**src/rtl/fft_sequencer.sv**
```systemverilog
// fft_sequencer: radix-2 DIT FFT/IFFT job control (bit-reversed load, staged run, read).
// Define FFT_SEQ_SCALE_EN to add o_scale, a per-stage divide-by-2 strobe.
module fft_sequencer #(
  parameter  int N      = 8,
  parameter  int BF_LAT = 2,
  localparam int S      = $clog2(N),
  localparam int AW     = S,
  localparam int SW     = (S > 1) ? $clog2(S) : 1
) (
  input  logic          clk,
  input  logic          rst,
  input  logic          i_start,
  input  logic          i_inverse,
  input  logic          i_load_valid,
  output logic          o_load_ready,
  output logic [AW-1:0] o_load_addr,
  output logic          o_rd_en,
  output logic [AW-1:0] o_rd_addr,
  output logic          o_rd_sel_odd,
  output logic          o_wr_en,
  output logic [AW-1:0] o_wr_addr,
  output logic          o_wr_sel_bot,
  output logic          o_bank,
  output logic [AW-2:0] o_twi_addr,
  output logic          o_twi_conj,
  output logic [SW-1:0] o_stage,
  output logic          o_read_valid,
  input  logic          i_read_ready,
  output logic [AW-1:0] o_read_addr,
  output logic          o_busy,
  output logic          o_done
`ifdef FFT_SEQ_SCALE_EN
  ,
  output logic          o_scale
`endif
);

  localparam int CW = $clog2(N + BF_LAT);

  typedef enum logic [2:0] {
    IDLE,
    LOAD,
    RUN,
    READ,
    DONE
  } state_t;

  state_t state, state_nx;

  logic [AW-1:0] lcnt;
  logic [AW-1:0] rcnt;
  logic [CW-1:0] cyc;
  logic [SW-1:0] stage;
  logic          inv;

  logic load_last;
  logic stage_last;
  logic run_last;
  logic read_last;

  assign load_last  = i_load_valid && (lcnt == AW'(N - 1));
  assign stage_last = (cyc == CW'(N + BF_LAT - 1));
  assign run_last   = stage_last && (stage == SW'(S - 1));
  assign read_last  = i_read_ready && (rcnt == AW'(N - 1));

  function automatic logic [AW-1:0] bitrev(input logic [AW-1:0] v);
    logic [AW-1:0] r;
    for (int i = 0; i < AW; i++) r[i] = v[AW-1-i];
    return r;
  endfunction

  // Butterfly pair addressing for the current read cycle
  logic          rd_on;
  logic [AW-2:0] pair;
  logic [AW-2:0] mask;
  logic [AW-2:0] lo;
  logic [AW-1:0] top;
  logic [AW-1:0] rd_addr;
  logic [AW-2:0] twi;

  assign rd_on = (state == RUN) && (cyc < CW'(N));
  assign pair  = cyc[AW-1:1];

  always_comb begin
    mask    = ((AW-1)'(1) << stage) - (AW-1)'(1);
    lo      = pair & mask;
    top     = ((({1'b0, pair} >> stage) << stage) << 1) | {1'b0, lo};
    rd_addr = cyc[0] ? (top | (AW'(1) << stage)) : top;
    twi     = lo << (SW'(S - 1) - stage);
  end

  // Write side replays the read stream BF_LAT cycles later
  logic [BF_LAT-1:0] pv;
  logic [BF_LAT-1:0] ps;
  logic [AW-1:0]     pa [BF_LAT];

  always_ff @(posedge clk) begin
    if (!rst) begin
      pv <= '0;
      ps <= '0;
      for (int k = 0; k < BF_LAT; k++) pa[k] <= '0;
    end else begin
      pv[0] <= rd_on;
      ps[0] <= cyc[0];
      pa[0] <= rd_addr;
      for (int k = 1; k < BF_LAT; k++) begin
        pv[k] <= pv[k-1];
        ps[k] <= ps[k-1];
        pa[k] <= pa[k-1];
      end
    end
  end

  always_ff @(posedge clk) begin
    if (!rst) state <= IDLE;
    else      state <= state_nx;
  end

  always_ff @(posedge clk) begin
    if (!rst) begin
      lcnt  <= '0;
      rcnt  <= '0;
      cyc   <= '0;
      stage <= '0;
      inv   <= 1'b0;
    end else begin
      if (state == IDLE && i_start)
        inv <= i_inverse;
      if (state == LOAD && i_load_valid)
        lcnt <= load_last ? '0 : lcnt + 1'b1;
      if (state == RUN) begin
        cyc <= stage_last ? '0 : cyc + 1'b1;
        if (stage_last)
          stage <= run_last ? '0 : stage + 1'b1;
      end
      if (state == READ && i_read_ready)
        rcnt <= read_last ? '0 : rcnt + 1'b1;
    end
  end

  always_comb begin
    state_nx     = state;
    o_load_ready = 1'b0;
    o_load_addr  = '0;
    o_rd_en      = 1'b0;
    o_rd_addr    = '0;
    o_rd_sel_odd = 1'b0;
    o_wr_en      = 1'b0;
    o_wr_addr    = '0;
    o_wr_sel_bot = 1'b0;
    o_bank       = 1'b0;
    o_twi_addr   = '0;
    o_twi_conj   = 1'b0;
    o_stage      = '0;
    o_read_valid = 1'b0;
    o_read_addr  = '0;
    o_busy       = 1'b0;
    o_done       = 1'b0;
    // Outputs are gated by rst so an abort drops every strobe at once
    if (rst) begin
      o_twi_conj = inv;
      unique case (state)
        IDLE: begin
          if (i_start) state_nx = LOAD;
        end
        LOAD: begin
          o_busy       = 1'b1;
          o_load_ready = 1'b1;
          o_load_addr  = bitrev(lcnt);
          if (load_last) state_nx = RUN;
        end
        RUN: begin
          o_busy       = 1'b1;
          o_bank       = stage[0];
          o_stage      = stage;
          o_rd_en      = rd_on;
          o_rd_addr    = rd_on ? rd_addr : '0;
          o_rd_sel_odd = rd_on & cyc[0];
          o_twi_addr   = rd_on ? twi : '0;
          o_wr_en      = pv[BF_LAT-1];
          o_wr_addr    = pv[BF_LAT-1] ? pa[BF_LAT-1] : '0;
          o_wr_sel_bot = pv[BF_LAT-1] & ps[BF_LAT-1];
          if (run_last) state_nx = READ;
        end
        READ: begin
          o_busy       = 1'b1;
          o_bank       = ((S % 2) == 1);
          o_read_valid = 1'b1;
          o_read_addr  = rcnt;
          if (read_last) state_nx = DONE;
        end
        DONE: begin
          o_busy   = 1'b1;
          o_done   = 1'b1;
          state_nx = IDLE;
        end
        default: state_nx = IDLE;
      endcase
    end
  end

`ifdef FFT_SEQ_SCALE_EN
  assign o_scale = o_wr_en;
`endif

endmodule
```
**config.mk**
```make
export PLATFORM = sky130hd
export DESIGN_NAME = fft_sequencer
export DESIGN_NICKNAME = d
export VERILOG_FILES = /design/src/rtl/fft_sequencer.sv
export SDC_FILE = /design/constraint.sdc
export NUM_CORES = 1
export LEC_CHECK = 0
export CAP_MARGIN = 10
export CORE_ASPECT_RATIO = 0.6
export CORE_MARGIN = 3
export CORE_UTILIZATION = 25
export DETAILED_ROUTE_END_ITERATION = 8
export SLEW_MARGIN = 0
export SYNTH_ARGS = -nofsm -noshare
export SYNTH_HDL_FRONTEND = slang
export SYNTH_SLANG_ARGS = --single-unit
```
**constraint.sdc**
```tcl
create_clock -name clk -period 4.3 [get_ports clk]
set_input_delay 1.075 -clock clk [delete_from_list [all_inputs] [get_ports clk]]
set_output_delay 1.075 -clock clk [all_outputs]
set_load 0.02 [all_outputs]
```
==> impl_metrics.py, run 1 <==
metrics = {
    "critical_path": {
        "critPathCapture": "o_read_addr[2]",
        "cp-end-kind": "output pin",
        "r2r_start": "state[1]$_SDFFE_PN0P_",
        "arrival_ps": 2900,
        "r2r_slack_ps": 2680,
        "start_kind": "primary input",
        "path_max_fanout": 16,
        "crit_required_ps": 3220,
        "reg2reg_to": "cyc[3]$_SDFFE_PN0N_",
        "ff2ff_path_depth": 3,
        "critPathKind": "in2out",
        "startpoint": "rst",
    },
    "placement": {
        "post_dp_cell_area_mm2": 0.00178,
        "io_buffer_count": 31,
        "gp_congestion": 0.765,
        "dp_hpwl_um": 2360,
        "pre_cts_ws_ps": 296,
    },
    "sta": {
        "min_period_over_period": 0.924,
        "final.setup_skew_ps": 5.97,
        "fin_setup_tns_ps": 0,
        "tightest_slew_ps": 558,
        "slew_violations": 0,
        "finalWorstSetupSlack_ps": 325,
        "rsz0062_at_grt": "no",
        "max_freq_ghz": 0.252,
        "setup-violations-final": 0,
        "hold_viol_final": 0,
        "relSlewSlack": 0.628,
        "layout_min_cycle_time_ps": 3980,
    },
    "logic_synthesis": {
        "syn_area_mm2": 0.00141,
        "syn-num-nets": 170,
        "ys_types": 41,
        "syn_avg_cell_area_um2": 8.97,
        "synth_area_leaders": "dfxtp_1 (37%), and2_1 (8.4%), ha_1 (6.2%)",
        "yosysSeqAreaShare": 0.369,
        "synth_top_area_share": 0.369,
        "synth_area_leader_cell": "dfxtp_1",
        "ys_ff_latch": 26,
        "synthCells": 157,
        "synth_edf_count": 0,
        "yosysMostFrequentCell": "dfxtp_1",
        "async_flop_share": 0,
        "yosys_warnings": 0,
        "synth_flop_cell": "dfxtp_1",
        "ys_top_cells_by_count": "dfxtp_1 (26), and2_1 (19), nor2_1 (14)",
    },
    "die": {
        "die-area_mm2": 0.00660,
        "row_count": 20,
        "start_util": 0.268,
        "die_w_um": 103,
        "io_pins": 32,
        "core_mm2": 0.00526,
        "die_height_um": 64.2,
    },
    "clock_tree": {
        "cts_resized": 0,
        "root_buffer": "clkbuf_8",
        "cts_tree": "yes",
        "cts_max_level": 1,
        "clk_pin_slew_ps": 90,
        "clock_latency_ps": 260,
        "ctsHoldBuffers": 0,
        "ctsLongestPathBuffers": 2,
        "post_cts_buffers": 0,
        "numCtsBuffers": 3,
        "cts.sinks": 26,
    },
    "final_layout": {
        "fin_area_mm2": 0.00182,
        "fin_util": 0.346,
        "drive_above_1_share": 0.0757,
        "syn2layout_area_growth_pct": 29.1,
        "n_antenna_cell": 0,
        "fin_nets": 200,
    },
    "route": {
        "totalWireLength_um": 3150,
        "dr.pass1.iters": 4,
        "routed_via_density": 4.45,
        "drt_drc_violations_left": 0,
        "drt_iter0_markers": 47,
        "wire_per_inst_um": 12.6,
        "ant_nets": 0,
        "vias": 1118,
    },
    "global_routing": {
        "grt_overflow": 0,
        "grt_pass1_vias": 1070,
        "grt_max_degree": 17,
        "track_usage": 0.103,
        "grt_pass1_wl_um": 5350,
        "antenna_found_initial": 0,
    },
    "pwr": {
        "ir_worst_vdd_mv": 0.0962,
        "p_leak_uw": 0.000704,
        "pwr_density_cell_mw_per_mm2": 224,
    },
    "run": {
        "drv_cap": 0,
    },
    "outcome": {
        "status": "complete, no violations",
    },
    "hold_path": {
        "hold_path.class": "reg2reg",
    },
}
[how the worst min path moves through the flow]
stage	start	to	slack, ps	cells after the start
after floorplan	pa[0][0]$_SDFF_PN0_	pa[0][3]$_SDFF_PN0_	410	1
after global placement	pv[0]$_SDFF_PN0_	pv[1]$_SDFF_PN0_	420	1
after detailed placement	pa[0][1]$_SDFF_PN0_	pa[0][4]$_SDFF_PN0_	420	1
after CTS	pa[0][2]$_SDFF_PN0_	pa[0][5]$_SDFF_PN0_	440	1
after global routing	pa[0][1]$_SDFF_PN0_	pa[0][4]$_SDFF_PN0_	460	1
final	pa[0][2]$_SDFF_PN0_	pa[0][5]$_SDFF_PN0_	430	1
[metrics by stage]
stage               hold slack [ps]  total power (µW)  cells
floorplan                       412               267    157
CTS                             439               414    251
global placement                415               281    248
finish                          431               408    251
detailed placement              420               281    248
global route                    456               431    251
[cell type report]
class	count	area (µm²)
Fill cell	574	3440
Multi-Input combinational cell	116	823
Sequential cell	26	520
Timing Repair Buffer	33	325
Tap cell	66	82.6
Clock buffer	3	41.3
Inverter	7	26.3
[layout by cell type, fill, tap and decap left out, types with 2 or more instances in the layout]
cell and n:
clkdlybuf4s50_1 31, dfxtp_1 26, and2_1 19, nor2_1 14, nand2_1 11, a21oi_1 8, nand2b_1 7, ha_1 7
nand3b_1 5, mux2i_1 5, inv_1 4, nor3b_1 4, and3_1 4, inv_2 3, nand4b_1 3, clkbuf_8 3
xnor2_1 2, a31oi_1 2, or3b_1 2, nand3_1 2, o221ai_1 2, buf_4 2
[registers in the layout, summed over array words and instances, names as in the netlist]
name,flops
cyc,4
inv,1
lcnt,3
pa,6
ps,2
pv,2
rcnt,3
stage,2
state,3
[report_power, final]
part	leakage (µW)	switching (µW)	internal, µW
clock	0.0000216	70.4	62.7
combinational	0.000472	15.0	13.5
sequential	0.000210	3.70	243
[logic make-up after synthesis]
family          share of synthesized area
simple gates                        0.393
fa+ha+maj                          0.0622
flops                               0.369
mux                                0.0435
compound gates                     0.0666
buf+inv                            0.0462
xor+xnor                           0.0187
[per-layer routing]
metal,vias to the layer above,part of all wire,track usage
met3,2,0.030,0.0284
met5,-,0,0
li1,595,-,-
met2,18,0.38,0.138
met1,503,0.58,0.158
met4,0,0.0086,0.0242
[worst max-delay path, cell delays in order]
cell and delay [ps]:
clkdlybuf4s50_1 480, buf_4 200, nand2_1 120, nor3_2 250, and2_1 160, clkdlybuf4s50_1 600
No activity file was read; power rests on OpenSTA's default activity.
==> inputs of run 2 (changes only) <==
- PLACE_DENSITY_LB_ADDON: unset -> 0.25
- SKIP_CTS_REPAIR_TIMING: unset -> 1
==> run 2 against run 1 <==
Net effect:
- power up 6.5%
- sequential power about the same
- sequential share of layout area down 0.21 points
- via count up 1.3%
- combinational power about the same
- first-iteration DRC count up 15%
==> impl_metrics.py, run 2 (synthesis gave the netlist of run 1 again) <==
metrics = {
    "critical_path": {
        "path_max_fanout": 16,
        "cp_common_cell": "clkdlybuf4s50_1",
        "critical-path-slowest-cell": "clkdlybuf4s50_1",
        "arrival_ps": 2940,
        "startpoint": "rst",
        "crit_chain": "clkdlybuf4s50_1, buf_4, inv_2, nor4_2, and2_1, clkdlybuf4s50_1",
        "start_kind": "primary input",
        "cpPeakStageDelay_ps": 590,
        "cp-end-kind": "output pin",
        "crit_required_ps": 3220,
        "critPathKind": "in2out",
        "r2r_start": "state[1]$_SDFFE_PN0P_",
    },
    "die": {
        "die_w_um": 103,
        "row_count": 20,
        "io_pins": 32,
        "die-area_mm2": 0.00660,
        "die_height_um": 64.2,
        "start_util": 0.268,
        "core_mm2": 0.00526,
    },
    "final_layout": {
        "final_cell_mix": "clkdlybuf4s50_1 (31), dfxtp_1 (26), and2_1 (19)",
        "reg_top3": "pa: 6 flops, cyc: 4 flops",
        "fin_nets": 200,
        "largest_reg_flops": 6,
        "nFillCells": 544,
        "top_register": "pa",
        "instances_no_fill": 252,
        "final_common_cell": "clkdlybuf4s50_1",
        "n_antenna_cell": 0,
        "syn2layout_area_growth_pct": 30.1,
        "drive_above_1_share": 0.0806,
    },
    "sta": {
        "rsz0062_at_grt": "no",
        "tightest_slew_ps": 579,
        "final.setup_skew_ps": 3.41,
        "relSlewSlack": 0.614,
        "min_period_over_period": 0.935,
        "setup-violations-final": 0,
        "fin_setup_tns_ps": 0,
        "slew_violations": 0,
        "hold_viol_final": 0,
        "max_freq_ghz": 0.249,
        "layout_min_cycle_time_ps": 4020,
    },
    "route": {
        "vias": 1132,
        "totalWireLength_um": 3300,
        "dr.pass1.iters": 4,
        "wire_per_inst_um": 13.1,
        "ant_nets": 0,
        "drt_drc_violations_left": 0,
        "routed_via_density": 4.49,
        "drt_iter0_markers": 54,
    },
    "clock_tree": {
        "cts_tree": "yes",
        "cts.sinks": 26,
        "ctsLongestPathBuffers": 2,
        "clock_latency_ps": 270,
        "root_buffer": "clkbuf_8",
        "cts_max_level": 1,
        "clk_pin_slew_ps": 90,
        "numCtsBuffers": 3,
    },
    "run": {
        "drv_cap": 0,
    },
    "global_routing": {
        "grt_max_degree": 17,
        "track_usage": 0.106,
        "grt_overflow": 0,
        "antenna_found_initial": 0,
        "grt_pass1_wl_um": 5420,
        "grt_pass1_vias": 1066,
    },
    "outcome": {
        "status": "complete, no violations",
    },
    "pwr": {
        "ir_worst_vdd_mv": 0.136,
        "p_leak_uw": 0.000711,
        "pwr_density_cell_mw_per_mm2": 237,
    },
    "hold_path": {
        "hold_path.class": "reg2reg",
        "worstHoldStart": "pv[0]$_SDFF_PN0_",
    },
    "placement": {
        "io_buffer_count": 31,
        "dp_hpwl_um": 2420,
        "gp_congestion": 0.728,
        "place_inst": 248,
    },
}
## run 2: changes by cell type in the layout (fill, tap and decap cells not counted), sizes merged
cell / previous run / this run
clkbuf: 3 / 4
## run 2: power breakdown
part           total (µW)  internal (µW)  leakage (µW)  switching (µW)
Clock                 160           81.9     0.0000288            77.7
Combinational        28.5           13.6      0.000472            14.9
Sequential            246            243      0.000210            3.68
## run 2: final cells by class
class / count / area (µm²) / area share
Multi-Input combinational cell: 116 / 823 / 0.449
Timing Repair Buffer: 33 / 325 / 0.177
Clock buffer: 4 / 55.1 / 0.0300
Tap cell: 66 / 82.6 / 0.0451
Inverter: 7 / 26.3 / 0.0143
Sequential cell: 26 / 520 / 0.284
## run 2: worst paths after layout
path / to / slack (ps) / cells past startpoint
worst max-delay path: o_load_addr[0] / 280 / 6
worst min-delay path: pv[1]$_SDFF_PN0_ / 440 / 1
worst max register to register: cyc[3]$_SDFFE_PN0N_ / 2660 / 3
worst min register to register: pv[1]$_SDFF_PN0_ / 440 / 1
## run 2: metrics by stage
step	hold slack, ps	util	area [µm²]	total power (µW)	setup WS (ps)
6_report	436	0.349	1830	434	281
5_1_grt	463	0.349	1830	456	164
4_1_cts	437	0.349	1830	443	268
3_5_place_dp	419	0.338	1780	281	275
3_3_place_gp	416	0.338	1780	281	299
2_1_floorplan	412	-	1410	267	1270
## run 2: per-layer routing
layer  global-route usage  wire (µm)  vias up
met5                    0          0        -
met4               0.0291         34        0
met3               0.0338        117        2
met2                0.130       1160       17
met1                0.168       1980      513
li1                     -          -      600
## run 2: critical path, delay by kind of cell
family                 cells  cell delay, ps
buffers and inverters      4            1360
and+or+nand+nor            2             500
==> RTL edit: new RTL, config.mk and constraints of run 1 <==
`N`: 8 -> 16.
--- a/src/rtl/fft_sequencer.sv
+++ b/src/rtl/fft_sequencer.sv
@@ -3,3 +3,3 @@
 module fft_sequencer #(
-  parameter  int N      = 8,
+  parameter  int N      = 16,
   parameter  int BF_LAT = 2,
Interface: changed (5 resized); port bits go from 32 to 37. The function was not compared with the original's and may differ.
==> RTL edit against run 1 <==
Worst hold slack improved by 0.0018 ns. Count of clock-buffer cells in the layout increased by 3. Die area up 17%. Cell area up 22%. Wire length increased by 13%. Clock power up 120%. Sequential cell count increased by 5. Setup slack lost 0.027 ns. Synthesized cell count grew 22%. Area after synthesis up 19%. Critical path type unchanged. Power up 51%.
==> RTL edit: results (changes against run 1) <==
| Metric | Value |
|---|---|
| Status | `complete, no violations` |
| Hold_sp | `pa[0][0]` |
| Most frequent cells after synthesis | `31 x dfxtp_1, 27 x and2_1, 14 x nand2_1` |
| Routed WL | `3.57 mm (+13%)` |
| Dpl cells | `302 (+22%)` |
| Vias in the first global route | `1,250 (+17%)` |
| Post-Syn Nets | `205 (+21%)` |
| Minimum clock period | `4.00 ns (+0.0269 ns)` |
| Via count | `1,357 (+21%)` |
| Post-DP Area | `2100 um2 (+18%)` |
| CTS buffer count | `5 (+2)` |
| Xor and xnor area share after synthesis | `2.61% (+0.75 points)` |
| #MultiIn Comb | `142 (+22%)` |
| Worst Skew | `0.00551 ns (-0.000455 ns)` |
| Synth Area per Inst | `8.77 um2 (-2.3%)` |
| Clock network area share | `5.30% (+3.0 points)` |
| Layout cells sized above 1 | `7.96% (+0.40 points)` |
| DPL Wire Length | `2.67 mm (+13%)` |
| Mux cell area share after synthesis | `1.19% (-3.2 points)` |
| Register area | `621 um2 (+19%)` |
| Total GRT Usage | `9.23% (-1.0 points)` |
| Internal | `0.000491 W (+54%)` |
| Clock insertion delay at the later pin of the skew report | `0.28 ns (+0.02 ns)` |
| Final non-clock buffer share | `17.2% (-0.63 points)` |
| Clk pwr share | `48.1% (+16 points)` |
| Post-synthesis compound-gate area fraction | `10.8% (+4.2 points)` |
| Pin count of the biggest net entering global routing | `22 (+5)` |
| First-pass GRT wire length | `5.87 mm (+9.7%)` |
-- RTL edit: cell types whose count changed after synthesis, sizes merged, moves of 5 or more --
cell and delta:
and2 +8, clkbuf +5, a21boi +6, nor2b +8, nor2 -6, dfxtp +5
-- RTL edit: worst paths after layout --
| kind | end | cells past startpoint |
|---|---|---|
| setup / recovery | o_twi_addr[0] | 6 |
| setup reg to reg | stage[0] | 5 |
| hold reg to reg | pa[0][4] | 1 |
| hold / removal | pa[0][4] | 1 |
-- RTL edit: cell families (layout without fill, tap and decap cells) --
family                     Yosys count  in the layout
xor gates and xnor gates             5              5
adders and majority gates            8              8
DFF                                 31             31
AOI/OAI and AO/OA                   27             27
and+or+nand+nor                    100            100
muxes                                2              2
buffers and inverters               18             53
